<file path="config.mk">
export PLATFORM = sky130hd
export DESIGN_NAME = mem_arbiter
export DESIGN_NICKNAME = d
export VERILOG_FILES = /design/src/rtl/mem_arbiter.sv
export SDC_FILE = /design/constraint.sdc
export NUM_CORES = 1
export LEC_CHECK = 0
export ABC_AREA = 0
export ABC_CLOCK_PERIOD_IN_PS = 3600
export BUFFER_PORTS_ARGS = -buffer_cell sky130_fd_sc_hd__buf_2
export CAP_MARGIN = 25
export CORE_AREA = 2 2 285 287
export DETAILED_ROUTE_END_ITERATION = 7
export DIE_AREA = 0 0 287 289
export PLACE_DENSITY = 0.3
export SLEW_MARGIN = 15
export SYNTH_ARGS = -nofsm -noshare
export SYNTH_HDL_FRONTEND = slang
export SYNTH_SLANG_ARGS = --single-unit
</file>
<file path="constraint.sdc">
create_clock -name clk -period 3.6 [get_ports clk]
set_input_delay 0.72 -clock clk [delete_from_list [all_inputs] [get_ports clk]]
set_output_delay 0.72 -clock clk [all_outputs]
set_load 0.02 [all_outputs]
</file>
<file path="src/rtl/mem_arbiter.sv">
// -----------------------------------------------------------------------------
// mem_arbiter
//
// Shares one line-wide memory port between the I-cache and the D-cache.
// Only one line transaction runs at a time. The owner's command and data are
// forwarded to memory combinationally. The memory acknowledge goes back to the
// owner only. After each completion the arbiter spends one TURN cycle before it
// arbitrates again, so the finished requester has time to drop its request.
// A sticky watchdog flags a transaction that waits TIMEOUT cycles without
// mem_ready. The watchdog only flags the event; it never aborts the transfer.
//
// Build option:
//   ARB_ROUND_ROBIN_EN  defined   -> when both caches request at once, the
//                                    cache that did not own last wins.
//                       undefined -> fixed priority, D-cache over I-cache.
//
// Ports:
//   clk, rst                 clock, synchronous active-high reset
//   i_read, i_addr           I-cache line read request (held until i_ready)
//   i_ready, i_rdata         I-cache completion strobe and line data
//   d_read, d_write, d_addr  D-cache read / write-back request
//   d_wdata                  D-cache write-back line
//   d_ready, d_rdata         D-cache completion strobe and line data
//   mem_read, mem_write      memory command
//   mem_addr, mem_wdata      memory line address / write data
//   mem_rdata, mem_ready     memory read data / single-cycle completion
//   timeout                  sticky watchdog flag, cleared only by rst
// -----------------------------------------------------------------------------
module mem_arbiter #(
    parameter int ADDR_W  = 28,
    parameter int LINE_W  = 128,
    parameter int TIMEOUT = 1023
) (
    input  logic              clk,
    input  logic              rst,
    input  logic              i_read,
    input  logic [ADDR_W-1:0] i_addr,
    output logic              i_ready,
    output logic [LINE_W-1:0] i_rdata,
    input  logic              d_read,
    input  logic              d_write,
    input  logic [ADDR_W-1:0] d_addr,
    input  logic [LINE_W-1:0] d_wdata,
    output logic              d_ready,
    output logic [LINE_W-1:0] d_rdata,
    output logic              mem_read,
    output logic              mem_write,
    output logic [ADDR_W-1:0] mem_addr,
    output logic [LINE_W-1:0] mem_wdata,
    input  logic [LINE_W-1:0] mem_rdata,
    input  logic              mem_ready,
    output logic              timeout
);

    localparam int              WD_W   = $clog2(TIMEOUT + 1);
    localparam logic [WD_W-1:0] WD_MAX = WD_W'(TIMEOUT);
    // The flag is set on the same edge that moves the count onto TIMEOUT.
    localparam logic [WD_W-1:0] WD_ARM = WD_W'(TIMEOUT - 1);

    typedef enum logic [1:0] {
        IDLE  = 2'd0,
        OWN_I = 2'd1,
        OWN_D = 2'd2,
        TURN  = 2'd3
    } state_t;

    state_t          state_q, state_d;
    logic [WD_W-1:0] wd_q, wd_d;
    logic            timeout_q, timeout_d;
    logic            i_req, d_req;
    logic            grant_d;

`ifdef ARB_ROUND_ROBIN_EN
    // 1: the D-cache owned the most recently completed grant.
    logic            last_d_q, last_d_d;
`endif

    assign i_req   = i_read;
    assign d_req   = d_read | d_write;
    assign timeout = timeout_q;

    // Winner selection; only consulted in IDLE.
    always_comb begin
`ifdef ARB_ROUND_ROBIN_EN
        if (i_req && d_req) begin
            grant_d = !last_d_q;
        end else begin
            grant_d = d_req;
        end
`else
        grant_d = d_req;
`endif
    end

    // Next-state, watchdog and output decode.
    always_comb begin
        // NOTE: every signal assigned in this block gets a default value first.
        // A branch that skips an assignment then still produces pure
        // combinational logic, and no latch is inferred.
        state_d   = state_q;
        wd_d      = '0;
        timeout_d = timeout_q;
        mem_read  = 1'b0;
        mem_write = 1'b0;
        mem_addr  = '0;
        mem_wdata = '0;
        i_ready   = 1'b0;
        i_rdata   = '0;
        d_ready   = 1'b0;
        d_rdata   = '0;
`ifdef ARB_ROUND_ROBIN_EN
        last_d_d  = last_d_q;
`endif

        case (state_q)
            IDLE: begin
                if (i_req || d_req) begin
                    state_d = grant_d ? OWN_D : OWN_I;
                end
            end
            OWN_I: begin
                // The command follows the owner's live inputs. If the owner
                // drops its request too early, the command drops with it, but
                // ownership is kept until mem_ready arrives.
                mem_read = i_read;
                mem_addr = i_addr;
                if (mem_ready) begin
                    i_ready = 1'b1;
                    i_rdata = mem_rdata;
                    state_d = TURN;
`ifdef ARB_ROUND_ROBIN_EN
                    last_d_d = 1'b0;
`endif
                end
            end
            OWN_D: begin
                mem_read  = d_read;
                mem_write = d_write;
                mem_addr  = d_addr;
                mem_wdata = d_wdata;
                if (mem_ready) begin
                    d_ready = 1'b1;
                    d_rdata = mem_rdata;
                    state_d = TURN;
`ifdef ARB_ROUND_ROBIN_EN
                    last_d_d = 1'b1;
`endif
                end
            end
            TURN: begin
                state_d = IDLE;
            end
            default: begin
                state_d = IDLE;
            end
        endcase

        // The count is zero outside OWN_x, so every grant starts from zero.
        // It saturates at TIMEOUT, so it cannot wrap during a long stall.
        if ((state_q == OWN_I || state_q == OWN_D) && !mem_ready) begin
            wd_d = (wd_q == WD_MAX) ? wd_q : wd_q + 1'b1;
            if (wd_q == WD_ARM) begin
                timeout_d = 1'b1;
            end
        end
    end

    always_ff @(posedge clk) begin
        // NOTE: state registers use non-blocking assignments. All flops then
        // sample their _d values from the same pre-edge snapshot, so the
        // result does not depend on the order of the statements.
        if (rst) begin
            state_q   <= IDLE;
            wd_q      <= '0;
            timeout_q <= 1'b0;
`ifdef ARB_ROUND_ROBIN_EN
            last_d_q  <= 1'b0;
`endif
        end else begin
            state_q   <= state_d;
            wd_q      <= wd_d;
            timeout_q <= timeout_d;
`ifdef ARB_ROUND_ROBIN_EN
            last_d_q  <= last_d_d;
`endif
        end
    end

endmodule

</file>
==> reports/qor.csv <==
metric;value;unit
status;finished, final reports clean;
Routed Antenna Nets;0;
Slew @ Worst Pin;0.9705;ns
Placer Congestion;0.9038;
synthesized cell area;0.003770;mm^2
critical path, cell by cell;inv_1, ha_1, inv_1, buf_4, nor2_1, buf_2;
area share of the largest cell type after synthesis;42.81;%
worst min path class;flip-flop to flip-flop;
antenna violations before repair;47;
post-detail-place hpwl;48030;um
# H-tree levels;1;
post_cts resized;0;
Critical Path Most Common Cell;inv_1;
Max-cap violations;0;
setup_tns;0;ns
# Post-CTS Setup Buffers;0;
CP max FO;12;
Post-synth ARST share;0;%
Crit path required time;2.88;ns
synthesized area per cell;6.211;um^2
setup ws final;0.4019;ns
synthesized instance count;607;
Tot GR Track Use;11.79;%
Max-slew headroom;35.30;%
Layout Skew;0.005842;ns
nets;1604;
post-synthesis net count;932;
Initial Util;4.718;%
Clock Pin Slew Worst Setup and Hold Paths;0.05;ns
leak pwr;5.853;nW
Die ar.;0.08294;mm^2
largest net degree at the start of global routing;108;
Setup WS pre-CTS;0.4755;ns
critical path's largest stage delay;0.62;ns
PortBufs;734;
RSZ-0062 raised after global routing;no;
crit path DAT;2.48;ns
endpoints failing setup;0;
Seq pwr share;3.6;%
fraction of layout cells with a size suffix above 1;59.31;%
final period utilization;88.84;%
Max Transition Viols Final;0;
count of clock tree sinks;13;
vias in the first global route;7068;
drt pass-1 iters;7;
Int Power;1.693;mW
Synthesis Warnings;0;
endpoints failing hold;0;
die width;287;um
Cell Rows;104;
CTS Buf Count;3;
DR iter-0 viols;352;
post-synth top area cell;and3_1;
DRC Markers;0;
synth top area cells;and3_1 43%, and2_1 22%, clkbuf_1 7.8%, dfxtp_1 6.9%, a22oi_1 5.8%;
Clk pwr share;4.4;%
WL/cell;22.71;um
critical path launch point type;flip-flop;
switching share of power;65.67;%
global-route wire length before repair;65670;um
routed vias;7554;
top_reg_cell synth;dfxtp_1;
clock tree root buffer cell;clkbuf_16;
Core Area;0.07990;mm^2
cell with the most instances after synthesis;and3_1;
VDD IR-drop max;0.2675;mV
Psw;3.238;mW
wirelength, routed;53500;um
Overflow after GRT;0;
Max clock buf depth;2;
Critical Path Sink Type;primary output;
Commonest cells post-synth;258 x and3_1, 132 x and2_1, 78 x clkbuf_1;
die height;289;um
P per Cell Area;559.0;mW/mm^2
Final Total Pwr;4.931;mW
TritonCTS clock tree;built;
Unique masters post-synth;31;
sequential area share after synthesis;6.903;%
fmax;0.3127;GHz
Comb power frac;92.0;%
FF+latch count, synth;13;
Worst Setup Path Type;flip-flop to primary output;
critical path's slowest cell;inv_1;
area delta synth->final;134.0;%
Post-synth EDFFs;0;
CTS Hold Bufs;0;
I/O pins;735;
drt via density;3.206;
Skew-Pair Late Insertion Delay;0.25;ns
Final min period;3.198;ns
critical path, delay by kind of cell, from the launching register on:
family / cells / cell delay (ns)
simple gates: 1 / 0.09
buf+inv: 4 / 1.37
flops: 1 / 0.40
fa+ha+maj: 1 / 0.37
layout by cell type (no fill, tap or decap), types with 6 or more instances in the layout:
cell     synthesis  layout
buf_2            4     733
and3_1         258     258
and2_1         132     132
nor2_1          30      30
a22oi_1         29      29
diode_2          0      18
dfxtp_1         13      13
buf_4            0       9
nand2_1          7       7
nor3_1           6       6
buf_12           0       6
per-layer routing:
metal	vias up	global-route usage, %	share of wire (%)
met1	3448	13.01	38
met2	494	20.83	48
met3	76	5.701	12
met5	-	0	0.44
li1	3500	-	-
met4	36	1.680	1.7
registers in the layout (all words and copies together), names as in the netlist:
signal	cells
wd_q	10
state_q	2
timeout	1
final timing paths:
kind / to / slack [ns] / startpoint / cells after the start
worst max-delay path: mem_addr[18] / 0.40 / state_q[0] / 6
worst min-delay path: timeout / 0.51 / timeout / 2
worst max register to register: state_q[0] / 1.22 / state_q[0] / 6
worst min register to register: timeout / 0.51 / timeout / 2
through the flow:
step	area [um^2]	cells	util, %	hold WS, ns
6_report	8822	2356	11.04	0.5135
5_1_grt	8785	2341	11.00	0.5386
4_1_cts	8777	2338	10.99	0.5230
3_5_place_dp	8698	2334	10.89	0.5019
3_3_place_gp	8687	2333	10.87	0.4770
2_1_floorplan	3770	607	-	0.4532
power groups by stage:
stage          Combinational [mW]  Sequential (mW)  Clock, mW
2_1_floorplan                2.46            0.171          0
3_3_place_gp                 4.73            0.182          0
3_5_place_dp                 4.71            0.182          0
4_1_cts                      4.73            0.179      0.221
5_1_grt                      4.88            0.181      0.230
6_report                     4.54            0.179      0.217
cell families after synthesis:
logic type / count (synthesis) / share of synthesized area, %
AND/OR/NAND/NOR: 447 / 71.92
multiplexers: 1 / 0.2655
flip-flops: 13 / 6.903
adder cells (fa/ha/maj): 7 / 2.323
AO/OA/AOI/OAI: 51 / 9.691
buffers and inverters: 88 / 8.895
area by class of cell:
class                   count  area, um^2
diodes                     18       45.04
clock buffers               4       78.83
fillers                  9475       71070
inverters                   5       18.77
multi-input cells         506        3214
flip-flops and latches     13       260.3
well taps                1060        1326
repair buffers            750        3879
No activity file was read; power rests on OpenSTA's default activity.
